### config.mk
export PLATFORM = sky130hd
export DESIGN_NAME = isa_cycle_arbiter
export DESIGN_NICKNAME = d
export VERILOG_FILES = /design/src/rtl/isa_pkg.sv /design/src/rtl/isa_phase_tick.sv /design/src/rtl/isa_cycle_arbiter.sv
export SDC_FILE = /design/constraint.sdc
export NUM_CORES = 1
export LEC_CHECK = 0
export BUFFER_PORTS_ARGS = -buffer_cell sky130_fd_sc_hd__buf_2
export CELL_PAD_IN_SITES_DETAIL_PLACEMENT = 1
export CELL_PAD_IN_SITES_GLOBAL_PLACEMENT = 1
export CORE_AREA = 2 2 108 110
export DETAILED_ROUTE_END_ITERATION = 6
export DIE_AREA = 0 0 110 112
export GPL_ROUTABILITY_DRIVEN = 1
export HOLD_SLACK_MARGIN = 0.03
export PLACE_DENSITY_LB_ADDON = 0.1
export SLEW_MARGIN = 20
export SYNTH_ARGS = -nofsm -noshare
export SYNTH_HDL_FRONTEND = slang
export SYNTH_SLANG_ARGS = --single-unit
### constraint.sdc
create_clock -name clk -period 2.2 [get_ports clk]
set_input_delay 0.33 -clock clk [delete_from_list [all_inputs] [get_ports clk]]
set_output_delay 0.33 -clock clk [all_outputs]
set_load 0.05 [all_outputs]
### src/rtl/isa_pkg.sv
// rtl/isa_pkg.sv - shared state encoding and constants for the ISA cycle engines
package isa_pkg;

  localparam int ISA_AW = 23;
  localparam int ISA_DW = 16;
  localparam logic [15:0] TIMEOUT_DATA = 16'hFFFF;

  typedef enum logic [2:0] {IDLE, ADDR, SETUP, CMD, WAIT, HOLD} isa_state_t;

endpackage

### src/rtl/isa_phase_tick.sv
// rtl/isa_phase_tick.sv - ISA phase divider producing a one-clk tick per phase
module isa_phase_tick
  import isa_pkg::*;
#(
  parameter int CLK_DIV = 4
) (
  input  logic clk,
  input  logic rst_n,
  input  logic clear,
  output logic tick
);

  localparam int W = $clog2(CLK_DIV);
  localparam logic [W-1:0] LAST = W'(CLK_DIV - 1);

  logic [W-1:0] div;

  always_ff @(posedge clk) begin
    if (!rst_n || clear) div <= '0;
    else if (div == LAST) div <= '0;
    else div <= div + W'(1);
  end

  assign tick = (div == LAST);

endmodule

### src/rtl/isa_cycle_arbiter.sv
// rtl/isa_cycle_arbiter.sv - two-port round-robin ISA memory cycle sequencer
module isa_cycle_arbiter
  import isa_pkg::*;
#(
  parameter int AW      = ISA_AW,
  parameter int DW      = ISA_DW,
  parameter int CLK_DIV = 4,
  parameter int MIN_CMD = 3,
  parameter int TIMEOUT = 64
) (
  input  logic          clk,
  input  logic          rst_n,
  input  logic [1:0]    req_valid,
  input  logic [1:0]    req_we,
  input  logic [2*AW-1:0] req_addr,
  input  logic [2*DW-1:0] req_wdata,
  output logic [1:0]    gnt,
  output logic [1:0]    done,
  output logic          err,
  output logic [DW-1:0] rdata,
  output logic [AW-1:0] isa_addr,
  output logic [DW-1:0] isa_wdata,
  output logic          isa_data_oe,
  input  logic [DW-1:0] isa_rdata,
  output logic          bale,
  output logic          mem_r_n,
  output logic          mem_w_n,
  input  logic          io_chrdy
);

  localparam logic [2:0] CMD_LAST  = 3'(MIN_CMD - 1);
  localparam logic [7:0] WAIT_LAST = 8'(TIMEOUT - 1);

  isa_state_t state;
  logic       rr;
  logic       owner;
  logic       we;
  logic       err_pending;
  logic [2:0] pcnt;
  logic [7:0] wcnt;
  logic       tick;

  logic          win;
  logic [AW-1:0] sel_addr;
  logic [DW-1:0] sel_wdata;

  isa_phase_tick #(.CLK_DIV(CLK_DIV)) u_tick (
    .clk  (clk),
    .rst_n(rst_n),
    .clear(state == IDLE),
    .tick (tick)
  );

  // Contention goes to the port that did not win the last contended arbitration.
  assign win       = (req_valid == 2'b11) ? ~rr : req_valid[1];
  assign sel_addr  = win ? req_addr[2*AW-1:AW]   : req_addr[AW-1:0];
  assign sel_wdata = win ? req_wdata[2*DW-1:DW]  : req_wdata[DW-1:0];

  always_ff @(posedge clk) begin
    if (!rst_n) begin
      state       <= IDLE;
      rr          <= 1'b0;
      owner       <= 1'b0;
      we          <= 1'b0;
      err_pending <= 1'b0;
      pcnt        <= '0;
      wcnt        <= '0;
      gnt         <= '0;
      done        <= '0;
      err         <= 1'b0;
      rdata       <= '0;
      isa_addr    <= '0;
      isa_wdata   <= '0;
      isa_data_oe <= 1'b0;
      bale        <= 1'b0;
      mem_r_n     <= 1'b1;
      mem_w_n     <= 1'b1;
    end else begin
      gnt  <= '0;
      done <= '0;
      err  <= 1'b0;
      unique case (state)
        IDLE: if (|req_valid) begin
          state       <= ADDR;
          gnt         <= win ? 2'b10 : 2'b01;
          owner       <= win;
          we          <= req_we[win];
          isa_addr    <= sel_addr;
          isa_wdata   <= sel_wdata;
          isa_data_oe <= req_we[win];
          bale        <= 1'b1;
          pcnt        <= '0;
          wcnt        <= '0;
          err_pending <= 1'b0;
          if (&req_valid) rr <= win;
        end
        ADDR: if (tick) begin
          state <= SETUP;
          bale  <= 1'b0;
        end
        SETUP: if (tick) begin
          state   <= CMD;
          mem_r_n <= we;
          mem_w_n <= ~we;
        end
        CMD: if (tick) begin
          if (pcnt == CMD_LAST) begin
            if (io_chrdy) begin
              state   <= HOLD;
              mem_r_n <= 1'b1;
              mem_w_n <= 1'b1;
              rdata   <= isa_rdata;
            end else begin
              state <= WAIT;
            end
          end else begin
            pcnt <= pcnt + 3'd1;
          end
        end
        WAIT: if (tick) begin
          if (io_chrdy) begin
            state   <= HOLD;
            mem_r_n <= 1'b1;
            mem_w_n <= 1'b1;
            rdata   <= isa_rdata;
          end else if (wcnt == WAIT_LAST) begin
            state       <= HOLD;
            mem_r_n     <= 1'b1;
            mem_w_n     <= 1'b1;
            err_pending <= 1'b1;
            rdata       <= DW'(TIMEOUT_DATA);
          end else begin
            wcnt <= wcnt + 8'd1;
          end
        end
        HOLD: if (tick) begin
          state       <= IDLE;
          done        <= owner ? 2'b10 : 2'b01;
          err         <= err_pending;
          isa_data_oe <= 1'b0;
        end
        default: state <= IDLE;
      endcase
    end
  end

endmodule

[Yosys cells after proc, flatten, opt, wreduce, memory -nomap -nowiden]
Index checks and enable logic that the tools add are counted.
Storage, ports and cells
  flip-flop bits (word level): 84
  latch bits: 0
  RAM bits: 0
  ROM bits: 0
  bits of input ports: 101
  output and inout bits: 64
  logic and storage cells: 122
  memories kept: 0
Operators by class
  $add $sub $neg: 3
  multiply operators: 0
  divide/modulo/power cells: 0
  $lt $le $gt $ge: 1
  equal/unequal tests: 22
  shifts and indexed selects: 0
  muxes and demuxes: 53
  bitwise gates (word level): 2
  reduce and logical (&&, ||, !) cells: 23
Operators by type and width (number)
  16-bit two-way mux: 7
  3-bit two-way mux: 12
  8-bit two-way mux: 4
  16-bit case mux with 2 select lines: 1
  2-bit != test (second input constant): 12
  23-bit two-way mux: 1
  1-bit two-way mux: 18
  3-bit case mux with 6 select lines: 1
  8-bit case mux with 2 select lines: 1
  3-bit AND reduction: 4
  5-bit AND reduction: 2
  2-bit nonzero test: 5
  3-bit by 2-bit equality test with 1-bit output (second input constant): 3
  8-bit by 1-bit adder with 8-bit output (second input constant): 1
  8-bit by 6-bit equality test with 1-bit output (second input constant): 1
  4-bit AND reduction: 2
  8-bit AND reduction: 1
  7-bit AND reduction: 1
  3-bit equality test (second input constant): 2
  1-bit case mux with 2 select lines: 3
  1-bit case mux with 3 select lines: 2
  3-bit case mux with 2 select lines: 1
  6-bit AND reduction: 1
  2-bit equality test (second input constant): 2
  other kinds (13): 16

[Longest topological paths before layout]
Gate-level depths: netlist of run 1.
  word-level depth: 6
  mapped depth: 8
  gate-level depth less buffers: 6

[Modules after synthesis]
A second synthesis of run 1 with hierarchy kept.
Second synthesis, totals
  cell total of the unflattened synthesis: 379
  area, all modules: 3716.1 µm²
Modules (own cells, without submodules)
  isa_cycle_arbiter: instances 1, cells each 374, area an instance 3636.0 µm², sequential area each 1641.6 µm²
  isa_phase_tick: instances 1, cells each 5, area an instance 80.1 µm², sequential area each 40.0 µm²

[Least setup slack after synthesis of run 1]
No wires, ideal clock.
  path type: flip-flop to flip-flop
  from: reg state[0]
  to: reg rdata[10]
  setup time: 119 ps
  arrival time: 1786 ps
  required time: 2081 ps
  path slack: 296 ps
  stages on the path, launching flop included: 8
  buffers on the path: 3
  clock period less this slack: 1904 ps
  cell sequence: dfxtp_1 > or3b_1 > buf_2 > o21a_4 > or3b_1 > buf_2 > buf_6 > o221a_1
On the way
  longest elaborated chain between the ends: 3
  elaborated cells between the ends (all ways): 10
  classes of those cells: eq/ne: 7; mux: 1; reduce/logical: 2
RTL lines
  from (decl): line isa_cycle_arbiter.sv:34  | isa_state_t state;
  from (signal assigned): line isa_cycle_arbiter.sv:61  | state <= IDLE;
  from (signal assigned): line isa_cycle_arbiter.sv:84  | state <= ADDR;
  from (signal assigned): line isa_cycle_arbiter.sv:98  | state <= SETUP;
  3-bit equality test or 3-bit by 2-bit equality test with 1-bit output (tied branches): line isa_cycle_arbiter.sv:82  | unique case (state)
  3-bit != test (no line), or another cell as far along
  6-bit AND reduction (no line)
  to (signal assigned): line isa_cycle_arbiter.sv:112  | rdata <= isa_rdata;
  to (signal assigned): line isa_cycle_arbiter.sv:125  | rdata <= isa_rdata;
  to (signal assigned): line isa_cycle_arbiter.sv:131  | rdata <= DW'(TIMEOUT_DATA);
  to (decl): line isa_cycle_arbiter.sv:20  | output logic [DW-1:0] rdata,
Parallel ways exist; a longest one is shown, timed or not.
A chain may end at the register's enable or synchronous reset.

[Final worst setup path of run 1]
  from: reg wcnt[5]
  to: reg rdata[15]
On the way
  longest elaborated chain between the ends: 3
RTL lines
  from (decl): line isa_cycle_arbiter.sv:40  | logic [7:0] wcnt;
  from (signal assigned): line isa_cycle_arbiter.sv:133  | wcnt <= wcnt + 8'd1;
  8-bit by 6-bit equality test with 1-bit output: line isa_cycle_arbiter.sv:126  | end else if (wcnt == WAIT_LAST) begin
  3-bit != test (no line)
  6-bit AND reduction (no line)
No other way between the ends.

==> metrics, run 1 <==
CTS H-tree lvls=3; post-route minimum period=2.027 ns; Worst Setup SP=wcnt[5]$_SDFFE_PN0P_; Critical Path Start Type=register; RSZ-0062 raised after global routing=false; multiplexer area fraction after synthesis=0.1193; CTS Buf Count=9; DRT antenna net count=0; worst skew pair latency=0.34 ns; Core ar.=0.01117 mm^2; Seq cells post-synth=84; Final Setup Violations=0; die width=110 um; PostCTS Resize Cnt=0; dpl hpwl=7917 um; Area contributors post-synth=dfxtp_1 (45%), mux2i_1 (12%), a211oi_1 (8.1%); Leakage Power=0.002328 uW; Post-Route M1 WL=4459 um; Post-synth EDFFs=0; Worst Skew=0.005380 ns; Yosys cell types=51; CP max FO=16; FFs w/ async S/R, synth=0; via count=3,443; antenna cells=0; Main synth FF type=dfxtp_1; Vias/cell=4.968; combinational family with the most area after synthesis=compound AO/OA/AOI/OAI gates; syn_area_per_cell=9.539 um^2; r2r setup slk=0.17 ns; sequential power share=0.370; compound-gate portion of the synthesized area=0.2099; post-synthesis simple-gate area fraction=0.1481; overall routing resource usage=0.1728; worst r2r src=wcnt[5]$_SDFFE_PN0P_; Net Count, Synth=493; most frequent cells in the layout=buf_2 (164), dfxtp_1 (84), nor2_1 (52); initial antenna violation count=0; io pins=165; Worst-Margin Slew=0.6169 ns; layout cell share with drive strength beyond 1=0.3836; GRT overflow=0; CTS sink cnt=84; FF-to-FF path depth=4; wire length of the first global-routing pass=16,700 um; area delta synth->final=36.58%; status=finished clean; Final nets=650; WL/cell=15.17 um; most common cell after layout, fill and taps aside=buf_2; Yosys warnings=0; worst setup path class=register to register; RD Place Congestion=0.7806; max-cap violations=0; Placement Setup Slack=0.1735 ns; # hold bufs at CTS=0; root buffer cell=clkbuf_16; final-report max-slew violation count=0; Iteration-0 DRC Markers=87; Mapped Cells=388; endpoints failing hold=0; met2 routed WL=5250 um; largest net degree at the start of global routing=55; share of the synthesized area in the top cell type=0.4544; crit end category=register; Pint=3175 uW; part of the power in combinational logic=0.254; max_slew headroom=0.5881; data required time of the worst path=2.48 ns; Clock power frac=0.376; Peak VDD IR=374.1 uV; die area=0.01232 mm^2; Detailed Routing Iterations Pass 1=4; WHS=0.2502 ns; Switching Fraction=0.3241; Total Wirelength=10,510 um; post-synthesis adder-cell area fraction=0.01352; PD cells=929.4 mW/mm^2; worst hold-check path type=input pin to register; post-synthesis xor/xnor area fraction=0.002366; initial core utilization=0.3312; CTS tree=done; Final WS setup=0.1732 ns; setup TNS=0 ns; Design Power=4698 uW; Top Metal Used=met4; Psw=1523 uW; clk buf depth=2; FP Rows=39; number of port buffers=164; post-layout util=0.4524; leading area contributor after synthesis=dfxtp_1; fmax=493.4 MHz; worst r2r dst=rdata[15]$_SDFFE_PN0P_; DRC Markers=0; Final Cycle Share=0.9213; Die Y=112 um; crit path DAT=2.31 ns; Critical Path End=rdata[15]$_SDFFE_PN0P_; synthesized area=0.003701 mm^2; sequential element share of the synthesized area=0.4544; Clk pin slew, worst setup/hold paths=0.06 ns; WL met3=623 um; post-CTS setup buffer count=0; vias in the first global route=3,460
-- through the flow --
step                      instances  cell area [um^2]
after global placement          677              4705
after floorplan                 388              3701
after detailed placement        677              4705
after global routing            693              5055
after CTS                       693              5055
final                           693              5055
-- cell families after synthesis --
kind of cell / count (synthesis)
flip-flops: 84
multiplexers: 44
XOR/XNOR: 1
AO/OA/AOI/OAI: 99
buffers and inverters: 45
adder cells (fa/ha/maj): 4
AND/OR/NAND/NOR: 111
-- worst max-delay path, cell delays in order, from the launching register on --
cell	delay, ns
dfxtp_1	0.38
or3b_2	0.50
o21ba_2	0.31
nor3_4	0.49
o221a_1	0.28
-- routing by layer --
| metal | vias up | track usage |
|---|---|---|
| li1 | 1749 | - |
| met1 | 1583 | 0.2006 |
| met3 | 12 | 0.04274 |
| met5 | - | 0 |
| met4 | 0 | 0.06582 |
| met2 | 99 | 0.3006 |
-- power by group through the flow --
stage          logic [uW]  registers (uW)  clock network, uW
5_1_grt              1280            1760               1880
2_1_floorplan         416            2210                  0
3_3_place_gp         1190            1770                  0
3_5_place_dp         1210            1770                  0
4_1_cts              1210            1740               1810
6_report             1190            1740               1770
-- registers in the layout, indices dropped and copies added (netlist names), 2 cells and up --
| signal | flops |
|---|---|
| done | 2 |
| wcnt | 8 |
| state | 3 |
| isa_addr | 23 |
| isa_wdata | 16 |
| u_tick.div | 2 |
| rdata | 16 |
| pcnt | 3 |
| gnt | 2 |
-- synth_stat cells (3+ instances only) --
cell      count
buf_2        11
inv_1        12
clkbuf_1     19
a211oi_1     40
nor4_1        4
nor2b_1       4
nand4_1       3
o221a_2       8
nor2_1       52
or3_1         3
nand2_1      14
mux2i_1      43
nor3_1        7
o221a_1      10
nand3_1       5
o21ai_0      16
and3_1        4
dfxtp_1      84
a21oi_1       7
ha_1          4
-- worst min-delay path by stage --
stage / startpoint / endpoint / depth (start not counted)
6_report: isa_rdata[6] / rdata[6]$_SDFFE_PN0P_ / 2
5_1_grt: isa_rdata[6] / rdata[6]$_SDFFE_PN0P_ / 2
4_1_cts: isa_rdata[4] / rdata[4]$_SDFFE_PN0P_ / 2
3_5_place_dp: u_tick.div[0]$_SDFF_PP0_ / u_tick.div[0]$_SDFF_PP0_ / 1
3_3_place_gp: u_tick.div[0]$_SDFF_PP0_ / u_tick.div[0]$_SDFF_PP0_ / 1
2_1_floorplan: u_tick.div[0]$_SDFF_PP0_ / u_tick.div[0]$_SDFF_PP0_ / 1
-- layout make-up --
type                    instances  area, um^2
clock buffers                  11       242.7
repair buffers                178       950.9
well taps                     143       178.9
inverters                      13       48.80
flip-flops and latches         84        1682
clock inverters                 5       107.6
multi-input cells             259        1844
fillers                      1338        6120
(Power assumes the default switching activity.)
==> run 2: changes to the inputs <==
CELL_PAD_IN_SITES_DETAIL_PLACEMENT = default   (was 1)
CELL_PAD_IN_SITES_GLOBAL_PLACEMENT = default   (was 1)
CORE_AREA = 2 2 94 96   (was 2 2 108 110)
DIE_AREA = 0 0 96 98   (was 0 0 110 112)
PLACE_DENSITY = 0.76   (was default)
PLACE_DENSITY_LB_ADDON = default   (was 0.1)
==> run 2 against run 1 <==
Net effect:
- critical path depth did not move
- count of clock-buffer cells in the layout fell by 1
- global-route usage rose by 2.7 points
- maximum frequency barely moved
- worst hold slack got worse by 0.013 ns
- highest routed layer unchanged
==> metrics, run 2 (synthesis results as in run 1) <==
post-route minimum period=2.029 ns (+0.001825 ns); PD cells=835.5 mW/mm^2 (-10%); RSZ-0062 raised after global routing=false; Detailed Routing Iterations Pass 1=4 (unchanged); max-cap violations=0 (unchanged); Worst-Margin Slew=0.5978 ns (-0.01911 ns); Final Setup Violations=0 (unchanged); Register Area=0.001682 mm^2 (unchanged); crit path DAT=2.27 ns (-0.04 ns); Worst Skew=0.01068 ns (+0.005301 ns); overall routing resource usage=0.1997 (+0.02696); initial core utilization=0.4372 (+0.1060); crit-path max cell delay=0.62 ns (+0.12 ns); Peak VDD IR=500.1 uV (+34%); CTS H-tree lvls=3 (unchanged); crit end category=register; endpoints failing hold=0 (unchanged); Clk pin slew, worst setup/hold paths=0.09 ns (+0.03 ns); worst hold-check path type=input pin to register; data required time of the worst path=2.44 ns (-0.04 ns); Iteration-0 DRC Markers=166 (+91%); max_slew headroom=0.6002 (+0.01205); via count=3,503 (+1.7%); clk buf depth=2 (unchanged); area of the multi-input gates=0.001844 mm^2 (unchanged); CTS sink cnt=84 (unchanged); antenna cells=0 (unchanged); most common cell after layout, fill and taps aside=buf_2; GRT overflow=0 (unchanged); setup TNS=0 ns (unchanged); die width=96 um (-13%); RD Place Congestion=0.8108 (+3.9%); Design Power=4078 uW (-13%); DRT antenna net count=0 (unchanged); GR peak layer=met2; DRC Markers=0 (unchanged); CTS tree=done; Reg with most FFs=isa_addr; io pins=165 (unchanged); initial antenna violation count=0 (unchanged); crit path cell chain=or3b_1 > o21a_4 > or3b_1 > o221a_2; top flop regs=isa_addr x23, isa_wdata x16, rdata x16; Core ar.=0.008466 mm^2 (-24%); Largest register FFs=23 (unchanged); layout cell share with drive strength beyond 1=0.3855 (+0.001818); Layout fillers=745 (-44%); Critical Path Start Type=register; grt met1 use=0.2451 (+0.04456); CP max FO=16 (unchanged); met2 Use GR=0.3413 (+0.04073); FP Rows=34 (-13%); dpl hpwl=6933 um (-12%); wire length of the first global-routing pass=15,260 um (-8.6%); status=finished clean; root buffer cell=clkbuf_8; Total Wirelength=9235 um (-12%); final-report max-slew violation count=0 (unchanged); Final Cycle Share=0.9221 (about the same); number of port buffers=164 (unchanged); post-CTS setup buffer count=0 (unchanged); CTS Buf Count=9 (unchanged); area delta synth->final=31.88%; WL/cell=14.03 um (-7.5%); die area=0.009408 mm^2 (-24%); Leakage Power=0.002256 uW (-3.1%); worst setup path class=register to register; WHS=0.2371 ns (-0.01315 ns); # hold bufs at CTS=0 (unchanged); Vias/cell=5.324 (+7.2%); CP max-delay cell=or3b_1; PostCTS Resize Cnt=0 (unchanged); met3 usage=0.04475 (+0.002013); worst skew pair latency=0.35 ns (about the same); most frequent cells in the layout=buf_2 (164), dfxtp_1 (84), nor2_1 (52); Final nets=650 (unchanged); most frequent CP cell=or3b_1; Die Y=98 um (-13%); fmax=492.9 MHz (about the same); largest net degree at the start of global routing=48 (-13%); vias in the first global route=3,417 (-1.2%)
## run 2: changes by cell type in the layout (fill, tap and decap cells not counted), sizes merged
| cell | before | now |
|---|---|---|
| clkinvlp | 0 | 3 |
| bufinv | 3 | 1 |
| clkbuf | 11 | 10 |
| clkinv | 1 | 0 |
| inv | 14 | 15 |
## run 2: worst paths after layout
| kind | start | to | slack [ns] | cells after the start |
|---|---|---|---|---|
| hold reg to reg | u_tick.div[0]$_SDFF_PP0_ | u_tick.div[0]$_SDFF_PP0_ | 0.43 | 1 |
| setup / recovery | state[2]$_SDFFE_PN0P_ | rdata[3]$_SDFFE_PN0P_ | 0.17 | 4 |
| hold / removal | isa_rdata[4] | rdata[4]$_SDFFE_PN0P_ | 0.24 | 2 |
| setup reg to reg | state[2]$_SDFFE_PN0P_ | rdata[3]$_SDFFE_PN0P_ | 0.17 | 4 |
## run 2: power breakdown
| part | leakage [uW] | switching, uW | internal [uW] |
|---|---|---|---|
| clock | 0.0000955 | 575 | 563 |
| sequential | 0.000689 | 76.6 | 1670 |
| combinational | 0.00147 | 821 | 377 |
| total | 0.00226 | 1470 | 2610 |
## run 2: metal layers
layer | vias up | share of wire
met5 | - | 0
met4 | 0 | 0.011
met3 | 8 | 0.065
met2 | 128 | 0.48
met1 | 1615 | 0.45
li1 | 1752 | -
## run 2: final cells by class
cell class / count / share of cell area
Inverter: 13 / 0.009997
Clock buffer: 10 / 0.02820
Tap cell: 108 / 0.02769
Clock inverter: 6 / 0.01436
Multi-Input combinational cell: 259 / 0.3779
Timing Repair Buffer: 178 / 0.1974
Sequential cell: 84 / 0.3445
## run 2: metrics by stage
step	instance area [um^2]	worst slack [ns]	std cells	util
5_1_grt	4881	0.06885	658	0.5766
2_1_floorplan	3701	0.2958	388	-
3_5_place_dp	4673	0.1890	642	0.5520
6_report	4881	0.1714	658	0.5766
3_3_place_gp	4673	0.2734	642	0.5520
4_1_cts	4881	0.1776	658	0.5766
## run 2: worst max-delay path, delay by kind of cell, from the launching register on
kind               cells  cell delay [ns]
AOI/OAI and AO/OA      2             0.49
and+or+nand+nor        2             1.03
DFF                    1             0.41
==> run 3: changes to the inputs <==
ABC_CLOCK_PERIOD_IN_PS = 2200   (was default)
CORE_AREA = 2 2 92 94   (was 2 2 94 96)
DIE_AREA = 0 0 94 96   (was 0 0 96 98)
PLACE_DENSITY = 0.79   (was 0.76)
==> run 3 against run 2 <==
Net effect:
- register-to-register slack hardly changed
- clock power is 11% lower
- die area is 4.1% lower
- via count is 2.1% lower
- critical endpoint is now rdata[1]$_SDFFE_PN0P_
- largest power group unchanged
- highest routed layer unchanged
==> metrics, run 3 (synthesis results as in run 1) <==
max_slew headroom=0.5759 (-0.02431); worst r2r src=state[2]$_SDFFE_PN0P_; initial core utilization=0.4597 (+0.02249); wire length of the first global-routing pass=14,130 um (-7.4%); FF-to-FF path depth=5 (+1); Peak VDD IR=445.3 uV (-11%); crit end category=register; most frequent cells in the layout=buf_2 (164), dfxtp_1 (84), nor2_1 (52); most common cell after layout, fill and taps aside=buf_2; worst setup path class=register to register; fmax=492.0 MHz (-0.20%); vias in the first global route=3,109 (-9.0%); Final WS setup=0.1674 ns (-0.003989 ns); status=finished clean; CTS tree=done; r2r setup slk=0.17 ns (about the same); area of the multi-input gates=0.001853 mm^2 (+0.47%); Final nets=648 (-0.31%); top flop regs=isa_addr x23, isa_wdata x16, rdata x16; Vias/cell=5.254 (-1.3%); GRT overflow=0 (unchanged); Reg with most FFs=isa_addr; die area=0.009024 mm^2 (-4.1%); DRT antenna net count=0 (unchanged); post-CTS setup buffer count=0 (unchanged); final-report max-slew violation count=0 (unchanged); RSZ-0062 raised after global routing=false; Worst Hold Path EP=rdata[15]$_SDFFE_PN0P_; WL/cell=13.87 um (-1.2%); Placement Setup Slack=0.1105 ns (-0.07851 ns); io pins=165 (unchanged); worst r2r dst=rdata[1]$_SDFFE_PN0P_; dpl hpwl=6766 um (-2.4%); via count=3,431 (-2.1%); Register Area=0.001682 mm^2 (unchanged); Final Cycle Share=0.9239 (+0.001813); Worst-Margin Slew=0.6341 ns (+0.03634 ns); DRC Markers=0 (unchanged); CP max FO=16 (unchanged); PD cells=814.4 mW/mm^2 (-2.5%); Leakage Power=0.002242 uW (-0.65%); min-delay src=isa_rdata[15]; post-route minimum period=2.033 ns (+0.003989 ns); Iteration-0 DRC Markers=136 (-18%); Detailed Routing Iterations Pass 1=4 (unchanged); endpoints failing hold=0 (unchanged); Total Wirelength=9057 um (-1.9%); number of port buffers=164 (unchanged); Largest register FFs=23 (unchanged); initial antenna violation count=0 (unchanged); worst skew pair latency=0.35 ns (about the same); largest net degree at the start of global routing=82 (+71%); Final Setup Violations=0 (unchanged); antenna cells=0 (unchanged); data required time of the worst path=2.44 ns (about the same); setup TNS=0 ns (unchanged); CTS H-tree lvls=3 (unchanged); area delta synth->final=30.66%; Die Y=96 um (-2.0%); Worst Skew=0.01078 ns (+0.0001035 ns); Clk pin slew, worst setup/hold paths=0.09 ns (about the same); RD Place Congestion=0.7690 (-5.2%); FP Rows=33 (-2.9%); layout cell share with drive strength beyond 1=0.3850 (-0.0004180); # hold bufs at CTS=0 (unchanged); worst hold-check path type=input pin to register; overall routing resource usage=0.1964 (-0.003310); crit path DAT=2.27 ns (about the same); root buffer cell=clkbuf_8; die width=94 um (-2.1%); max-cap violations=0 (unchanged); CTS Buf Count=9 (unchanged); clk buf depth=2 (unchanged); Core ar.=0.008051 mm^2 (-4.9%); WHS Path Cells=2 (unchanged); PostCTS Resize Cnt=0 (unchanged); Layout fillers=726 (-2.6%); Critical Path Start Type=register; CTS sink cnt=84 (unchanged)
==> run 3: changes by cell type in the layout (fill, tap and decap cells not counted), sizes merged <==
cell | before | now
clkinv | 0 | 4
buf | 178 | 176
clkinvlp | 3 | 1
bufinv | 1 | 0
inv | 15 | 14
==> run 3: cell type report <==
class,count,area share
clock buffer,10,0.02846
sequential,84,0.3477
multi-input combinational,259,0.3832
inverter,13,0.01009
timing repair buffer,176,0.1935
clock inverter,6,0.009832
tap,105,0.02717
==> run 3: worst max path at each step <==
stage / startpoint / endpoint / slack [ns] / cells after the start
final: state[2]$_SDFFE_PN0P_ / rdata[1]$_SDFFE_PN0P_ / 0.17 / 5
after global routing: state[2]$_SDFFE_PN0P_ / wcnt[6]$_SDFFE_PN0P_ / 0.04 / 5
after CTS: state[2]$_SDFFE_PN0P_ / rdata[3]$_SDFFE_PN0P_ / 0.10 / 5
after detailed placement: state[2]$_SDFFE_PN0P_ / rdata[3]$_SDFFE_PN0P_ / 0.11 / 4
after global placement: state[2]$_SDFFE_PN0P_ / rdata[2]$_SDFFE_PN0P_ / 0.17 / 5
after floorplan: state[0]$_SDFFE_PN0P_ / rdata[10]$_SDFFE_PN0P_ / 0.30 / 7
==> run 3: stage by stage <==
step | util | instances | area [um^2] | hold WS (ns) | power (uW)
after floorplan | - | 388 | 3701 | 0.4080 | 2622
after global placement | 0.5765 | 637 | 4642 | 0.4094 | 2929
after detailed placement | 0.5765 | 637 | 4642 | 0.4229 | 2954
after CTS | 0.5995 | 653 | 4827 | 0.2154 | 3978
after global routing | 0.6006 | 653 | 4836 | 0.2293 | 4132
final | 0.6006 | 653 | 4836 | 0.2346 | 3938
==> run 3: where the power goes <==
part | internal (uW) | switching [uW] | total (uW)
logic | 362 | 811 | 1170
registers | 1670 | 77.5 | 1740
clock network | 449 | 573 | 1020
total | 2480 | 1460 | 3940
==> run 3: metal layers <==
| metal | up-vias | track usage | share of wire |
|---|---|---|---|
| met5 | - | 0 | 0 |
| met4 | 0 | 0.07488 | 0.0075 |
| met3 | 6 | 0.04307 | 0.067 |
| met2 | 131 | 0.3327 | 0.48 |
| met1 | 1545 | 0.2453 | 0.44 |
| li1 | 1749 | - | - |
==> run 3: worst max-delay path, cell delays in order, from the launching register on <==
cell     delay, ns
dfxtp_1       0.46
buf_4         0.24
or4b_1        0.47
o21ba_4       0.33
nor3_4        0.11
o221a_2       0.31
